## src/rtl/cpu_dev_pkg.sv

```systemverilog
// Shared definitions for devices on the processor system bus: register offsets,
// CTRL field positions, mode codes, timer FSM encoding and the byte-lane merge helper.
package cpu_dev_pkg;

    localparam logic [1:0] CTRL_A   = 2'd0;
    localparam logic [1:0] PRESET_A = 2'd1;
    localparam logic [1:0] COUNT_A  = 2'd2;

    localparam int EN_B     = 0;
    localparam int MODE_LSB = 1;
    localparam int IM_B     = 3;

    localparam logic [1:0] MODE_ONESHOT = 2'b00;
    localparam logic [1:0] MODE_RELOAD  = 2'b01;

    typedef enum logic [1:0] {
        ST_IDLE = 2'd0,
        ST_LOAD = 2'd1,
        ST_CNT  = 2'd2,
        ST_INT  = 2'd3
    } timer_state_e;

    function automatic logic [31:0] be_merge(input logic [31:0] old_v,
                                             input logic [31:0] new_v,
                                             input logic [3:0]  be);
        logic [31:0] r;
        r = old_v;
        for (int i = 0; i < 4; i++) begin
            if (be[i]) r[8*i +: 8] = new_v[8*i +: 8];
        end
        return r;
    endfunction

endpackage

```

## src/rtl/timer_dev.sv

```systemverilog
// 32-bit down-counting bus timer with one-shot and auto-reload modes.
// Registers CTRL/PRESET/COUNT; irq is the pending flag gated by the CTRL mask.
//
// state | meaning
// IDLE  | waiting for EN
// LOAD  | COUNT takes PRESET
// CNT   | decrementing while EN, frozen while !EN
// INT   | expiry: one-shot drops EN, auto-reload reloads
module timer_dev
    import cpu_dev_pkg::*;
(
    input  logic        clk,
    input  logic        reset,
    input  logic [1:0]  addr,
    input  logic        we,
    input  logic [3:0]  be,
    input  logic [31:0] wd,
    output logic [31:0] rd,
    output logic        irq
);

    timer_state_e state_q, state_d;
    logic [3:0]   ctrl_q, ctrl_d;
    logic [31:0]  preset_q, preset_d;
    logic [31:0]  count_q, count_d;
    logic         pend_q, pend_d;

    logic ctrl_wr, preset_wr, en, reload;

    assign ctrl_wr   = we && (addr == CTRL_A);
    assign preset_wr = we && (addr == PRESET_A);
    assign en        = ctrl_q[EN_B];
    assign reload    = (ctrl_q[MODE_LSB +: 2] == MODE_RELOAD);

    always_comb begin
        state_d  = state_q;
        ctrl_d   = ctrl_q;
        preset_d = preset_q;
        count_d  = count_q;
        pend_d   = pend_q;

        case (state_q)
            ST_IDLE: if (en) state_d = ST_LOAD;
            ST_LOAD: begin
                count_d = preset_q;
                state_d = ST_CNT;
            end
            ST_CNT: begin
                if (en) begin
                    if (count_q != 32'd0) begin
                        count_d = count_q - 32'd1;
                    end else begin
                        state_d = ST_INT;
                        pend_d  = 1'b1;
                    end
                end
            end
            ST_INT: begin
                if (reload) begin
                    state_d = ST_LOAD;
                    pend_d  = 1'b0;
                end else begin
                    ctrl_d[EN_B] = 1'b0;
                    state_d      = ST_IDLE;
                end
            end
            default: state_d = ST_IDLE;
        endcase

        if (preset_wr) preset_d = be_merge(preset_q, wd, be);

        // Applied last so software beats the expiry EN clear and the pending set;
        // an all-lanes-off CTRL write still acknowledges the interrupt.
        if (ctrl_wr) begin
            if (be[0]) ctrl_d = wd[3:0];
            pend_d = 1'b0;
        end
    end

    always_ff @(posedge clk) begin
        if (!reset) begin
            state_q  <= ST_IDLE;
            ctrl_q   <= '0;
            preset_q <= '0;
            count_q  <= '0;
            pend_q   <= 1'b0;
        end else begin
            state_q  <= state_d;
            ctrl_q   <= ctrl_d;
            preset_q <= preset_d;
            count_q  <= count_d;
            pend_q   <= pend_d;
        end
    end

    always_comb begin
        case (addr)
            CTRL_A:   rd = {28'd0, ctrl_q};
            PRESET_A: rd = preset_q;
            COUNT_A:  rd = count_q;
            default:  rd = 32'd0;
        endcase
    end

    assign irq = pend_q & ctrl_q[IM_B];

endmodule

```

## config.mk

```make
export PLATFORM = sky130hd
export DESIGN_NAME = timer_dev
export DESIGN_NICKNAME = d
export VERILOG_FILES = /design/src/rtl/cpu_dev_pkg.sv /design/src/rtl/timer_dev.sv
export SDC_FILE = /design/constraint.sdc
export NUM_CORES = 1
export LEC_CHECK = 0
export BUFFER_PORTS_ARGS = -buffer_cell sky130_fd_sc_hd__buf_2
export CAP_MARGIN = 5
export CORE_ASPECT_RATIO = 0.5
export CORE_UTILIZATION = 40
export CTS_CLUSTER_SIZE = 25
export DETAILED_ROUTE_END_ITERATION = 8
export HOLD_SLACK_MARGIN = 0.1
export PLACE_DENSITY = 0.62
export REMOVE_ABC_BUFFERS = 1
export SLEW_MARGIN = 20
export SYNTH_ARGS = -nofsm -noshare
export SYNTH_HDL_FRONTEND = slang
export SYNTH_SLANG_ARGS = --single-unit
```

## constraint.sdc

```tcl
create_clock -name clk -period 5.9 [get_ports clk]
set_input_delay 0.885 -clock clk [delete_from_list [all_inputs] [get_ports clk]]
set_output_delay 0.885 -clock clk [all_outputs]
set_load 0.01 [all_outputs]
```

==> reports/qor.yml, run 1 <==
outcome: "completed"
grt_setup_unrepaired: "false"
initial_core_util: 0.417
cp-end-kind: "register"
syn_area_per_cell_um2: 7.53
cts-root-buf: "clkbuf_16"
final_layout_size_suffix_gt1_frac: 0.175
rrSetupSlack_ps: 2900
ys_ff_latch: 71
fillers: 994
pin_count: 74
synth.yosys.seq_area_share: 0.358
crit_type: "register to register"
n_antenna_cell: 0
hold_class: "register to register"
netlist_instances: 528
grt_antenna_before_repair: 0
clock-sinks: 71
vias: 4041
layout.nets: 620
wl_met2_um: 4520
grt_pass1_vias: 3505
cp_max_fo: 44
routabilityCongestion: 0.861
firstDrtPassIters: 5
clkTransAtPathRegs_ps: 50
required_ps: 6160
grt.total_usage: 0.231
syn_area_um2: 3970
reg2reg_from: "state_q[0]$_SDFFE_PN0P_"
rows: 25
cts_tree: "yes"
fin_tns_setup_ps: 0
finalSetupViolCount: 0
yosysWarnings: 0
postRouteWirelength_um: 11600
grt_max_degree: 58
wl_met3_um: 842
clock_skew_ps: 4.83
overflow: 0
synthFlopType: "dfxtp_1"
synth-edff-count: 0
cts_resized: 0
hold_path.startpoint: "preset_q[4]$_SDFFE_PN0P_"
area_delta_synth_final_pct: 17.2
vdd_drop_max_mv: 0.167
die_area_um2: 10400
crit_arrival_ps: 3250
die_y_um: 72.5
clk_latency_ps: 330
total_power_mw: 1.30
port_buffers: 73
tightest_slew_ps: 826
min_to: "preset_q[4]$_SDFFE_PN0P_"
dp_hpwl_um: 7850
numCtsBuffers: 9
viasPerCell: 5.67
antenna_left: 0
ctsHtreeMaxLevel: 3
powerDensity_nw_per_um2: 279
wl_per_cell_um: 16.2
cts_setup_buffers: 0
crit_path_start_kind: "register"
maxSlewViolCount: 0
drtIter0Drc: 300
hold_slack_ps: 476
grt_pass1_wl_um: 18500
fmax_mhz: 334
top_layer_used: "met4"
remaining_drc_errors: 0
met1Wirelength_um: 6120
period_share: 0.508
utilization: 0.488
min_path_cells: 2
max-clock-path-buffers: 2
post-route-min-period_ps: 3000
cts_hold_buf: 0
slew_headroom: 0.442
finalHoldViolations: 0
synth_cell_types: 56
ys_async_sr_fraction: 0
maxCapViolCount: 0
p_leak_nw: 1.82
die_w_um: 143
reg2reg_depth: 9
timing.rr.end: "count_q[23]$_SDFFE_PN0P_"
core_area_um2: 9540
==> area by class of cell <==
type | instances | area, um2 | share of cell area
multi-input combinational | 404 | 2340 | 0.503
sequential | 71 | 1420 | 0.305
timing repair buffer | 79 | 410 | 0.0881
clock buffer | 10 | 229 | 0.0492
tap | 135 | 169 | 0.0363
clock inverter | 5 | 50.0 | 0.0107
inverter | 9 | 33.8 | 0.00725
==> worst max-delay path, stage by stage (launching register included) <==
cell	delay (ps)
dfxtp_1	380
inv_1	100
ha_1	200
buf_4	270
clkinv_1	80
buf_4	390
nand2_1	230
a41oi_1	700
nand2_1	320
o22ai_1	230
==> sequential cells by signal, indices dropped and copies added, names as in the netlist <==
name      flops
pend_q        1
preset_q     32
count_q      32
ctrl_q        4
state_q       2
==> power breakdown <==
part / switching (mW) / internal [mW] / total [mW]
clock network: 0.199 / 0.322 / 0.521
registers: 0.0147 / 0.492 / 0.507
logic: 0.181 / 0.0913 / 0.273
total: 0.395 / 0.905 / 1.30
==> metrics by stage <==
step / instance area (um2) / std cells / setup slack (ps)
after global placement: 4380 / 698 / 3080
after detailed placement: 4380 / 698 / 2980
after CTS: 4660 / 713 / 2970
after global routing: 4660 / 713 / 2560
after floorplan: 3790 / 484 / 2190
final: 4660 / 713 / 2900
==> layout by cell type, fill, tap and decap left out, types with 9 or more instances in the layout <==
master	instances
clkbuf_16	9
nand3_1	9
nor3_1	18
nand2_1	108
nor2_1	24
o21ai_0	21
mux2i_1	12
a21oi_1	70
dfxtp_1	71
a22o_1	27
buf_2	73
==> routing by layer <==
| layer | up-vias | track usage |
|---|---|---|
| li1 | 2020 | - |
| met1 | 1871 | 0.347 |
| met2 | 139 | 0.321 |
| met3 | 11 | 0.0620 |
| met4 | 0 | 0.0514 |
| met5 | - | 0 |
==> cells in the mapped netlist, types with 2 or more instances <==
cell | instances | area share
nor2_1 | 24 | 0.023
o41ai_1 | 3 | 0.0066
ha_1 | 5 | 0.016
o31ai_1 | 3 | 0.0057
nor3_1 | 18 | 0.023
o21ai_0 | 21 | 0.026
o32ai_1 | 6 | 0.013
o21a_1 | 4 | 0.0076
nor2b_1 | 10 | 0.016
o22ai_1 | 7 | 0.011
a31oi_1 | 3 | 0.0047
mux2i_1 | 12 | 0.030
or3_1 | 3 | 0.0047
a22o_1 | 27 | 0.060
nand2_1 | 108 | 0.10
and2_1 | 2 | 0.0031
a41oi_1 | 3 | 0.0066
o2bb2ai_1 | 3 | 0.0066
nand3_1 | 9 | 0.011
nand4_1 | 5 | 0.0079
nor4_1 | 7 | 0.011
and4_1 | 3 | 0.0066
inv_1 | 8 | 0.0076
o211ai_1 | 7 | 0.013
buf_2 | 5 | 0.0063
a21oi_1 | 70 | 0.088
nand2b_1 | 4 | 0.0063
dfxtp_1 | 71 | 0.36
and3_1 | 7 | 0.011
or4_1 | 4 | 0.0076
nand3b_1 | 3 | 0.0057
a22oi_1 | 2 | 0.0038
clkbuf_1 | 38 | 0.036
==> worst max-delay path by stage <==
| stage | startpoint | to | slack [ps] | cells past startpoint |
|---|---|---|---|---|
| finish | state_q[0]$_SDFFE_PN0P_ | count_q[23]$_SDFFE_PN0P_ | 2900 | 9 |
| floorplan | state_q[0]$_SDFFE_PN0P_ | count_q[16]$_SDFFE_PN0P_ | 2190 | 7 |
| detailed placement | state_q[0]$_SDFFE_PN0P_ | count_q[26]$_SDFFE_PN0P_ | 2980 | 9 |
| global placement | addr[1] | rd[27] | 3080 | 5 |
| CTS | state_q[0]$_SDFFE_PN0P_ | count_q[26]$_SDFFE_PN0P_ | 2970 | 9 |
| global route | state_q[0]$_SDFFE_PN0P_ | count_q[25]$_SDFFE_PN0P_ | 2560 | 9 |
==> logic make-up (layout without fill, tap and decap cells) <==
| family | Yosys count | after routing | share of synthesized area |
|---|---|---|---|
| fa+ha+maj | 5 | 5 | 0.0157 |
| flops | 71 | 71 | 0.358 |
| mux | 12 | 12 | 0.0302 |
| compound gates | 174 | 174 | 0.288 |
| simple gates | 213 | 213 | 0.255 |
| buf+inv | 53 | 103 | 0.0535 |
(Power assumes the default switching activity.)
==> run 2: changes to the inputs <==
--- a/config.mk
+++ b/config.mk
@@ -5,6 +5,7 @@
 export SDC_FILE = /design/constraint.sdc
 export NUM_CORES = 1
 export LEC_CHECK = 0
+export ABC_AREA = 1
 export BUFFER_PORTS_ARGS = -buffer_cell sky130_fd_sc_hd__buf_2
 export CAP_MARGIN = 5
 export CORE_ASPECT_RATIO = 0.5
@@ -12,7 +13,7 @@
 export CTS_CLUSTER_SIZE = 25
 export DETAILED_ROUTE_END_ITERATION = 8
 export HOLD_SLACK_MARGIN = 0.1
-export PLACE_DENSITY = 0.62
+export PLACE_DENSITY = 0.63
 export REMOVE_ABC_BUFFERS = 1
 export SLEW_MARGIN = 20
 export SYNTH_ARGS = -nofsm -noshare
==> constraint.sdc (replaced) <==
create_clock -name clk -period 2.62 [get_ports clk]
set_input_delay 0.393 -clock clk [delete_from_list [all_inputs] [get_ports clk]]
set_output_delay 0.393 -clock clk [all_outputs]
set_load 0.01 [all_outputs]
==> run 2 against run 1 <==
Compared with the run above: wire length is 9.6% higher; hold slack worse by 140 ps; critical endpoint is now count_q[22]$_SDFFE_PN0P_; count of clock-buffer cells in the layout is 2 higher; final area is 6.8% higher; combinational power grew to 9.0 times the previous value; largest cell class unchanged; sequential share of layout area is 1.9 points lower.
==> reports/qor.yml, run 2 <==
met3_usage: 0.0467  # was 0.0620
grt_setup_unrepaired: "false"  # unchanged
drtIter0Drc: 352  # was 300
antenna_left: 0  # unchanged
core_area_um2: 10300  # was 9540 um2
yosys.area.top_type: "dfxtp_1"  # unchanged
maxCapViolCount: 0  # unchanged
grt_max_degree: 42  # was 58
synthFlopType: "dfxtp_1"  # unchanged
routabilityCongestion: 0.876  # was 0.861
overflow: 0  # unchanged
layout_common_cells: "178 x nand2_1, 89 x inv_1, 79 x nor2_1"  # was 108 x nand2_1, 73 x buf_2, 71 x dfxtp_1
firstDrtPassIters: 5  # unchanged
die_y_um: 75.2  # was 72.5 um
cts_resized: 0  # unchanged
total_power_mw: 4.92  # was 1.30 mW
syn_area_per_cell_um2: 6.12  # was 7.53 um2
cts_hold_buf: 0  # unchanged
cp_max_fo: 25  # was 44
netlist_instances: 700  # was 528
layout.nets: 803  # was 620
cts-root-buf: "clkbuf_16"  # unchanged
die_area_um2: 11200  # was 10400 um2
ys_ff_latch: 71  # unchanged
finalSetupViolCount: 0  # unchanged
grt_pass1_wl_um: 19900  # was 18500 um
yosysWarnings: 0  # unchanged
startpoint: "count_q[0]$_SDFFE_PN0P_"  # was state_q[0]$_SDFFE_PN0P_
pin_count: 74  # unchanged
clk_latency_ps: 340  # was 330 ps
finalWorstSetupSlack_ps: 577  # was 2900 ps
crit_type: "register to register"  # unchanged
rrSetupSlack_ps: 580  # was 2900 ps
grt_antenna_before_repair: 0  # unchanged
timing.rr.end: "count_q[22]$_SDFFE_PN0P_"  # was count_q[23]$_SDFFE_PN0P_
synth_common_cells: "178 x nand2_1, 89 x inv_1, 79 x nor2_1, 71 x dfxtp_1, 69 x a21oi_1"  # was 108 x nand2_1, 71 x dfxtp_1, 70 x a21oi_1, 38 x clkbuf_1, 27 x a22o_1
finalHoldViolations: 0  # unchanged
instances_no_fill: 899  # was 713
rows: 26  # was 25
powerDensity_nw_per_um2: 990  # was 279 nW/um2
placed_cells: 886  # was 698
clkTransAtPathRegs_ps: 50  # about the same
ctsHtreeMaxLevel: 3  # unchanged
viasPerCell: 5.12  # was 5.67
busiest_layer: "met2"  # was met1
grt.total_usage: 0.233  # was 0.231
post-route-min-period_ps: 2040  # was 3000 ps
crit_arrival_ps: 2300  # was 3250 ps
syn_area_um2: 4280  # was 3970 um2
synth.yosys.seq_area_share: 0.332  # was 0.358
final_layout_size_suffix_gt1_frac: 0.152  # was 0.175
die_w_um: 148  # was 143 um
outcome: "completed"  # unchanged
synth_cell_types: 28  # was 56
crit_end: "count_q[22]$_SDFFE_PN0P_"  # was count_q[23]$_SDFFE_PN0P_
clock_skew_ps: 4.34  # was 4.83 ps
period_share: 0.780  # was 0.508
synth-edff-count: 0  # unchanged
vdd_drop_max_mv: 0.391  # was 0.167 mV
remaining_drc_errors: 0  # unchanged
area_delta_synth_final_pct: 16.2  # was 17.2%
grtUsageMet2: 0.374  # was 0.321
reg2reg_depth: 12  # was 9
port_buffers: 73  # unchanged
cts_setup_buffers: 0  # unchanged
yosysMostFrequentCell: "nand2_1"  # unchanged
fmax_mhz: 490  # was 334 MHz
crit_path_start_kind: "register"  # unchanged
min_path_cells: 3  # was 2
postRouteWirelength_um: 12700  # was 11600 um
initial_core_util: 0.415  # was 0.417
ys_async_sr_fraction: 0  # unchanged
numCtsBuffers: 9  # unchanged
vias: 4605  # was 4041
tightest_slew_ps: 817  # was 826 ps
maxSlewViolCount: 0  # unchanged
grt_pass1_vias: 3984  # was 3505
wl_per_cell_um: 14.1  # was 16.2 um
mostFrequentLayoutCell: "nand2_1"  # unchanged
dp_slack_ps: 588  # was 2980 ps
top_regs: "count_q (32), preset_q (32), ctrl_q (4)"  # unchanged
grtUsageMet1: 0.321  # was 0.347
reg2reg_from: "count_q[0]$_SDFFE_PN0P_"  # was state_q[0]$_SDFFE_PN0P_
ys_top_cells_by_area: "dfxtp_1 33%, nand2_1 16%, a21oi_1 8.1%"  # was dfxtp_1 36%, nand2_1 10%, a21oi_1 8.8%
n_antenna_cell: 0  # unchanged
clock-sinks: 71  # unchanged
p_leak_nw: 2.30  # was 1.82 nW
cts_tree: "yes"  # unchanged
required_ps: 2880  # was 6160 ps
synth.top_cell.area_share: 0.332  # was 0.358
cp-end-kind: "register"  # unchanged
max-clock-path-buffers: 2  # unchanged
hold_class: "input port to register"  # was register to register
dp_hpwl_um: 8910  # was 7850 um
slew_headroom: 0.455  # was 0.442
hold_slack_ps: 335  # was 476 ps
[run 2: cell count changes after synthesis, sizes merged, moves of 17 or more]
cell    previous run  this run
inv                8        96
nand2            108       182
nor2              24        85
o21ai             21        68
nand3              9        47
a22o              28         0
o22ai              7        28
nor3              18         0
clkbuf            38        21
[run 2: cells by family (layout without fill, tap and decap cells)]
logic type	Yosys count	after routing	share of synthesized area
AO/OA/AOI/OAI	173	173	0.218
AND/OR/NAND/NOR	319	319	0.306
flip-flops	71	71	0.332
XOR/XNOR	4	4	0.00818
buffers and inverters	128	187	0.122
adder cells (fa/ha/maj)	5	5	0.0146
[run 2: power breakdown]
part	internal, mW	switching [mW]	leakage (nW)
Clock	0.700	0.444	0.136
Combinational	0.726	1.74	1.59
Sequential	1.20	0.117	0.576
Total	2.62	2.30	2.30
[run 2: metal layers]
metal,vias up,wire length (um)
li1,2371,-
met1,2108,6440
met2,111,5400
met3,15,707
met4,0,129
met5,-,0
[run 2: worst min-delay path by stage]
stage / from / to / slack [ps]
finish: wd[13] / preset_q[13]$_SDFFE_PN0P_ / 330
global route: wd[14] / preset_q[14]$_SDFFE_PN0P_ / 360
CTS: wd[13] / preset_q[13]$_SDFFE_PN0P_ / 330
detailed placement: preset_q[13]$_SDFFE_PN0P_ / preset_q[13]$_SDFFE_PN0P_ / 460
global placement: pend_q$_SDFFE_PP0P_ / pend_q$_SDFFE_PP0P_ / 450
floorplan: pend_q$_SDFFE_PP0P_ / pend_q$_SDFFE_PP0P_ / 430
[run 2: area by class of cell]
cell class / count / area [um2]
fill: 1111 / 5340
multi-input combinational: 501 / 2340
sequential: 71 / 1420
timing repair buffer: 78 / 403
inverter: 96 / 363
clock buffer: 12 / 267
tap: 140 / 175
clock inverter: 1 / 5.00
[run 2: worst max-delay path, stage by stage, from the launching register on]
cell     delay [ps]
dfxtp_1         320
inv_1            90
ha_1            210
nand2_1         100
nor2_2          120
nand2_1         100
nor2_2          120
nand2_2          70
nand3_2          90
nand2_4         180
inv_4           300
nand2_1         110
a21oi_2         150
[run 2: per-stage QoR]
stage	setup TNS, ps	instance area (um2)	utilization
after floorplan	-2100	4130	-
after CTS	0	4970	0.482
after detailed placement	0	4700	0.456
after global placement	0	4700	0.456
after global routing	0	4970	0.482
final	0	4970	0.482
